**src/rtl/mem_arbiter_if.sv**
```systemverilog
// Bundle of the two requester ports and the shared memory port of the
// memory arbiter. The arbiter takes the slave view; the requesters and the
// memory model together take the master view.
//
// Handshake: a requester raises read_x/write_x (its "valid") and keeps its
// fields steady until the arbiter grants it; the request is captured at grant,
// so fields may change afterwards. Completion is a one-cycle resp_x pulse, and
// rdata_x is meaningful only in that cycle. On the memory side, mem_read/mem_write
// stay high with stable fields until the cycle where mem_resp (the "ready")
// is seen high; that cycle ends the transfer.
interface mem_arbiter_if;
  // Port A: instruction fetch, read-only
  logic        read_a;
  logic [15:0] address_a;
  logic        resp_a;
  logic [15:0] rdata_a;
  // Port B: data memory, read or write
  logic        read_b;
  logic        write_b;
  logic [1:0]  wmask_b;
  logic [15:0] address_b;
  logic [15:0] wdata_b;
  logic        resp_b;
  logic [15:0] rdata_b;
  // Shared memory port
  logic        mem_read;
  logic        mem_write;
  logic [1:0]  mem_wmask;
  logic [15:0] mem_address;
  logic [15:0] mem_wdata;
  logic        mem_resp;
  logic [15:0] mem_rdata;

  modport slave (
    input  read_a, address_a,
    output resp_a, rdata_a,
    input  read_b, write_b, wmask_b, address_b, wdata_b,
    output resp_b, rdata_b,
    output mem_read, mem_write, mem_wmask, mem_address, mem_wdata,
    input  mem_resp, mem_rdata
  );

  modport master (
    output read_a, address_a,
    input  resp_a, rdata_a,
    output read_b, write_b, wmask_b, address_b, wdata_b,
    input  resp_b, rdata_b,
    input  mem_read, mem_write, mem_wmask, mem_address, mem_wdata,
    output mem_resp, mem_rdata
  );
endinterface

```
**src/rtl/mem_arbiter.sv**
```systemverilog
// Two-port memory arbiter: port A (read-only fetch) and port B (load/store)
// share one memory. One transaction at a time, with an IDLE cycle between
// transactions. Ties go round-robin (RR_EN=1) or to port B (RR_EN=0).
// The granted request is captured in registers so the memory sees stable
// fields for the whole transaction regardless of what the requester does.
module mem_arbiter #(
  parameter bit RR_EN = 1'b1
) (
  input  logic         clk,
  input  logic         reset_n,
  mem_arbiter_if.slave bus,
  output logic [1:0]   state_dbg,
  output logic         last_grant_dbg
);

  typedef enum logic [1:0] {
    IDLE    = 2'd0,
    SERVE_A = 2'd1,
    SERVE_B = 2'd2
  } state_t;

  localparam logic GRANT_A = 1'b0;
  localparam logic GRANT_B = 1'b1;

  state_t      state;
  state_t      state_nxt;
  logic        last_grant;
  logic        grant_a;
  logic        grant_b;
  logic        pend_a;
  logic        pend_b;

  logic [15:0] lat_addr;
  logic [15:0] lat_wdata;
  logic [1:0]  lat_wmask;
  logic        lat_write;

  assign pend_a = bus.read_a;
  assign pend_b = bus.read_b | bus.write_b;

  // Grant decision and next state; grants only happen from IDLE.
  always_comb begin
    state_nxt = state;
    grant_a   = 1'b0;
    grant_b   = 1'b0;
    case (state)
      IDLE: begin
        if (pend_a && pend_b) begin
          if (RR_EN && (last_grant == GRANT_B)) grant_a = 1'b1;
          else                                  grant_b = 1'b1;
        end else if (pend_a) begin
          grant_a = 1'b1;
        end else if (pend_b) begin
          grant_b = 1'b1;
        end
        if (grant_a)      state_nxt = SERVE_A;
        else if (grant_b) state_nxt = SERVE_B;
      end
      SERVE_A, SERVE_B: begin
        if (bus.mem_resp) state_nxt = IDLE;
      end
      default: state_nxt = IDLE;
    endcase
  end

  // State register; reset abandons any transaction in flight.
  always_ff @(posedge clk or negedge reset_n) begin
    if (!reset_n) state <= IDLE;
    else          state <= state_nxt;
  end

  // Capture the winning request and remember who won. Reads carry a full
  // byte mask and zero write data; a B request with both read and write
  // raised is treated as a write.
  always_ff @(posedge clk or negedge reset_n) begin
    if (!reset_n) begin
      last_grant <= GRANT_A;
      lat_addr   <= 16'h0000;
      lat_wdata  <= 16'h0000;
      lat_wmask  <= 2'b00;
      lat_write  <= 1'b0;
    end else if (grant_a) begin
      last_grant <= GRANT_A;
      lat_addr   <= bus.address_a;
      lat_wdata  <= 16'h0000;
      lat_wmask  <= 2'b11;
      lat_write  <= 1'b0;
    end else if (grant_b) begin
      last_grant <= GRANT_B;
      lat_addr   <= bus.address_b;
      lat_write  <= bus.write_b;
      lat_wdata  <= bus.write_b ? bus.wdata_b : 16'h0000;
      lat_wmask  <= bus.write_b ? bus.wmask_b : 2'b11;
    end
  end

  // Memory-side outputs come only from registers, forced to zero in IDLE.
  always_comb begin
    bus.mem_read    = 1'b0;
    bus.mem_write   = 1'b0;
    bus.mem_address = 16'h0000;
    bus.mem_wdata   = 16'h0000;
    bus.mem_wmask   = 2'b00;
    if (state != IDLE) begin
      bus.mem_read    = ~lat_write;
      bus.mem_write   = lat_write;
      bus.mem_address = lat_addr;
      bus.mem_wdata   = lat_wdata;
      bus.mem_wmask   = lat_wmask;
    end
  end

  // Completion is routed only to the port being served; data is zero otherwise.
  always_comb begin
    bus.resp_a  = (state == SERVE_A) && bus.mem_resp;
    bus.resp_b  = (state == SERVE_B) && bus.mem_resp;
    bus.rdata_a = bus.resp_a ? bus.mem_rdata : 16'h0000;
    bus.rdata_b = bus.resp_b ? bus.mem_rdata : 16'h0000;
  end

  assign state_dbg      = state;
  assign last_grant_dbg = last_grant;

endmodule

```
**src/flat_wrapper.sv**
```systemverilog
// flat-port wrapper written by rule: the top's interface ports become plain ports
module mem_arbiter_flat 
#(
  parameter bit RR_EN = 1'b1
)
  (clk, reset_n, state_dbg, last_grant_dbg, bus_read_a, bus_address_a, bus_resp_a, bus_rdata_a, bus_read_b, bus_write_b, bus_wmask_b, bus_address_b, bus_wdata_b, bus_resp_b, bus_rdata_b, bus_mem_read, bus_mem_write, bus_mem_wmask, bus_mem_address, bus_mem_wdata, bus_mem_resp, bus_mem_rdata);
  mem_arbiter_if bus_i ();
  input  logic clk;
  input  logic reset_n;
  output logic [1:0] state_dbg;
  output logic last_grant_dbg;
  input wire logic [$bits(bus_i.read_a)-1:0] bus_read_a;
  input wire logic [$bits(bus_i.address_a)-1:0] bus_address_a;
  output wire logic [$bits(bus_i.resp_a)-1:0] bus_resp_a;
  output wire logic [$bits(bus_i.rdata_a)-1:0] bus_rdata_a;
  input wire logic [$bits(bus_i.read_b)-1:0] bus_read_b;
  input wire logic [$bits(bus_i.write_b)-1:0] bus_write_b;
  input wire logic [$bits(bus_i.wmask_b)-1:0] bus_wmask_b;
  input wire logic [$bits(bus_i.address_b)-1:0] bus_address_b;
  input wire logic [$bits(bus_i.wdata_b)-1:0] bus_wdata_b;
  output wire logic [$bits(bus_i.resp_b)-1:0] bus_resp_b;
  output wire logic [$bits(bus_i.rdata_b)-1:0] bus_rdata_b;
  output wire logic [$bits(bus_i.mem_read)-1:0] bus_mem_read;
  output wire logic [$bits(bus_i.mem_write)-1:0] bus_mem_write;
  output wire logic [$bits(bus_i.mem_wmask)-1:0] bus_mem_wmask;
  output wire logic [$bits(bus_i.mem_address)-1:0] bus_mem_address;
  output wire logic [$bits(bus_i.mem_wdata)-1:0] bus_mem_wdata;
  input wire logic [$bits(bus_i.mem_resp)-1:0] bus_mem_resp;
  input wire logic [$bits(bus_i.mem_rdata)-1:0] bus_mem_rdata;
  assign bus_i.read_a = bus_read_a;
  assign bus_i.address_a = bus_address_a;
  assign bus_resp_a = bus_i.resp_a;
  assign bus_rdata_a = bus_i.rdata_a;
  assign bus_i.read_b = bus_read_b;
  assign bus_i.write_b = bus_write_b;
  assign bus_i.wmask_b = bus_wmask_b;
  assign bus_i.address_b = bus_address_b;
  assign bus_i.wdata_b = bus_wdata_b;
  assign bus_resp_b = bus_i.resp_b;
  assign bus_rdata_b = bus_i.rdata_b;
  assign bus_mem_read = bus_i.mem_read;
  assign bus_mem_write = bus_i.mem_write;
  assign bus_mem_wmask = bus_i.mem_wmask;
  assign bus_mem_address = bus_i.mem_address;
  assign bus_mem_wdata = bus_i.mem_wdata;
  assign bus_i.mem_resp = bus_mem_resp;
  assign bus_i.mem_rdata = bus_mem_rdata;
  mem_arbiter #(.RR_EN(RR_EN)) u_core (.clk(clk), .reset_n(reset_n), .bus(bus_i), .state_dbg(state_dbg), .last_grant_dbg(last_grant_dbg));
endmodule
```
**config.mk**
```make
export PLATFORM = sky130hd
export DESIGN_NAME = mem_arbiter_flat
export DESIGN_NICKNAME = d
export VERILOG_FILES = /design/src/rtl/mem_arbiter_if.sv /design/src/rtl/mem_arbiter.sv /design/src/flat_wrapper.sv
export SDC_FILE = /design/constraint.sdc
export NUM_CORES = 1
export LEC_CHECK = 0
export CELL_PAD_IN_SITES_DETAIL_PLACEMENT = 0
export CELL_PAD_IN_SITES_GLOBAL_PLACEMENT = 1
export CORE_UTILIZATION = 25
export DETAILED_ROUTE_END_ITERATION = 12
export GPL_TIMING_DRIVEN = 0
export PLACE_DENSITY_LB_ADDON = 0.1
export SYNTH_ARGS = -nofsm -noshare
export SYNTH_HDL_FRONTEND = slang
export SYNTH_SLANG_ARGS = --single-unit
```
**constraint.sdc**
```tcl
create_clock -name clk -period 1.7 [get_ports clk]
set_input_delay 0.17 -clock clk [delete_from_list [all_inputs] [get_ports clk]]
set_output_delay 0.17 -clock clk [all_outputs]
set_load 0.01 [all_outputs]
```
==> results by group <==
Place
  • Detailed placer's ending HPWL: 5.421 mm
  • Placed Area: 3811 um2
  • Port-buffer cells: 143
  • Final Wtd Congestion: 0.6893
  • Dpl cells: 491

Clock network
  • H-tree lvl count: 2
  • Clock root buffer: clkbuf_8
  • CTS tree: done
  • CTS sink count: 38
  • Clock transition at the registers of the reported paths: 0.08 ns
  • CTS buffer count: 5
  • Clock buffer depth: 2
  • Clk_lat worst skew: 0.30 ns

Floorplan
  • Chip Width: 96.44 um
  • Core area: 8678 um2
  • Die area: 9301 um2
  • Starting Density: 25.69%
  • Std-Cell Rows: 34
  • I/O pin count: 145
  • Die Span Y: 96.44 um

Logic synthesis
  • Distinct cell type count after synthesis: 29
  • Syn Nets: 314
  • Synth area leaders: dfrtp_1 (43%), nor2b_1 (10%), and3_1 (9.0%)
  • Area leader, netlist: dfrtp_1
  • Synthesis warning total: 0
  • Top-area cell type share of the netlist area: 42.65%
  • Avg Cell Area, Syn: 9.329 um2
  • Seq/Total Area, Yosys: 42.65%
  • Synth Instances: 239
  • Post-synthesis register bit count: 38
  • Syn Std Cell Area: 2230 um2

Critical path
  • Crit-path cells: buf_4, ha_4, and3_1, dlygate4sd2_1
  • Crit path kind: flop to primary output
  • Critical Path RT: 1.53 ns
  • Largest stage delay, worst path: 0.39 ns
  • Worst Reg-to-Reg Cells: 6
  • CP max stage cell: dfrtp_1
  • Startpoint types: flop
  • CP endpoint kind: primary output
  • Critical path fanouts, max: 8
  • FF-to-FF Start: u_core.state_dbg[0]
  • CP Launch Point: u_core.state_dbg[1]
  • Crit path arrival time: 1.47 ns

Timing
  • Tcrit/Tclk final: 96.50%
  • Fmax: 609.6 MHz
  • Final setup skew: 0.008849 ns
  • Max Slew Vio Count: 0
  • Setup TNS: 0 ns
  • Worst Max-Slew Pin Slew: 0.3927 ns
  • RSZ-0062 raised after global routing: true
  • Final Hold Fails: 0
  • Setup violations, final: 0
  • Tmin final: 1.641 ns
  • Max-Slew Margin vs Limit: 73.82%

Route
  • Routed WL: 7.768 mm
  • Drt pass-1 iters: 4
  • Drt initial violations: 70
  • Via count: 2357
  • DR WL/cell: 15.41 um
  • Antenna Nets Post-Route: 0
  • Vias per inst: 4.677
  • DRC viols: 0

Power
  • Static Leak: 1.913 nW
  • VDD IR max: 578.8 uV
  • Pwr dens: 1629 nW/um2
  • Power, Total: 6.305 mW

Final layout
  • Share of cells above drive strength 1: 31.57%
  • ANT cells: 0
  • Most common cell after layout, fill and taps aside: clkdlybuf4s50_1
  • Nets: 470
  • Finished Core Util: 44.61%
  • Fin area: 3871 um2
  • Area growth syn-to-layout: 73.63%
  • Final Non-Filler Cells: 504
  • Commonest cells after routing, fill and taps aside: clkdlybuf4s50_1 (71), buf_2 (59), dfrtp_1 (38)

Outcome
  • Status: complete, no violations

Global route
  • Initial antenna violation count: 0
  • Grt total ovfl: 0
  • Largest net degree at the start of global routing: 38
  • Vias in the first global route: 2136
  • First-pass GRT wire length: 11.33 mm
  • Gr usage total: 15.91%

Hold path
  • Hold Path Class: primary input to async pin

Flow run
  • Max_cap viols: 0
## what timing repair did
action                                  in CTS  in global routing
hold buffers                                 1                  0
gates cloned                                 0                  1
endpoints found under the setup margin      83                 66
pin swaps                                    2                  0
endpoints found under the hold margin       38                  0
gates resized for setup                    274                 24
buffers inserted                             4                  2
## cell usage after synthesis
library cell / n
nor2b_1: 36
a22o_1: 10
a31oi_1: 16
o32ai_2: 1
o31a_2: 1
clkbuf_1: 9
o31ai_4: 1
buf_8: 1
buf_2: 3
nand2_1: 4
nor2_1: 19
buf_4: 3
a22o_2: 6
buf_6: 6
clkbuf_2: 1
inv_1: 3
nand2_2: 1
a21oi_1: 19
o22a_1: 2
o32ai_1: 1
and3_1: 32
and2_1: 3
o21ba_2: 1
ha_1: 3
o21bai_2: 1
o21ai_0: 16
and3_4: 1
dfrtp_1: 38
nand3_1: 1
## path summary, 6_finish.rpt
kind | to | slack (ns)
min in group clk | u_core.lat_write | 0.27
worst min register to register | u_core.lat_wdata[6] | 0.50
worst max register to register | u_core.lat_wdata[5] | 0.10
worst min-delay path | u_core.lat_addr[6] | 0.19
max in group asynchronous | u_core.lat_wdata[0] | 1.12
worst max-delay path | bus_rdata_b[5] | 0.06
## critical path, delay by kind of cell, from the launching register on
kind                       cells  cell delay [ns]
buffers and inverters          2             0.43
adders and majority gates      1             0.18
DFF                            1             0.39
and+or+nand+nor                1             0.18
## through the flow
| stage | hold slack (ns) | setup WS [ns] |
|---|---|---|
| floorplan | -0.1256 | 0.09598 |
| global route | 0.1938 | -0.01552 |
| global placement | 0.4806 | -0.5715 |
| finish | 0.1918 | 0.05945 |
| detailed placement | -0.02905 | -0.4140 |
| CTS | 0.1807 | 0.003036 |
## registers in the layout, summed over array words and instances, names as in the netlist
register	cells
u_core.last_grant_dbg	1
u_core.lat_addr	16
u_core.lat_wdata	16
u_core.lat_wmask	2
u_core.lat_write	1
u_core.state_dbg	2
## power by group
group	internal, mW	leakage [nW]	switching, mW
Combinational	1.91	1.39	1.87
Clock	0.589	0.0683	0.374
Sequential	1.34	0.460	0.215
## layout make-up
type | count | area [um2]
Inverter | 3 | 11.26
Clock inverter | 3 | 68.82
Clock buffer | 5 | 68.82
Buffer | 20 | 231.5
Tap cell | 108 | 135.1
Multi-Input combinational cell | 175 | 1196
Fill cell | 910 | 4807
Timing Repair Buffer | 152 | 1209
Sequential cell | 38 | 950.9
## metal layers
metal	up-vias	routed length [um]	global-route usage, %
met5	-	0	0
met4	0	51	2.941
met3	6	633	3.912
met2	91	3499	24.41
met1	1100	3583	22.74
li1	1160	-	-
## cells by family after synthesis
logic type	synth area share, %
AND/OR/NAND/NOR	24.80
buffers and inverters	7.631
flip-flops	42.65
adder cells (fa/ha/maj)	1.684
AO/OA/AOI/OAI	23.23
(Power assumes the default switching activity.)
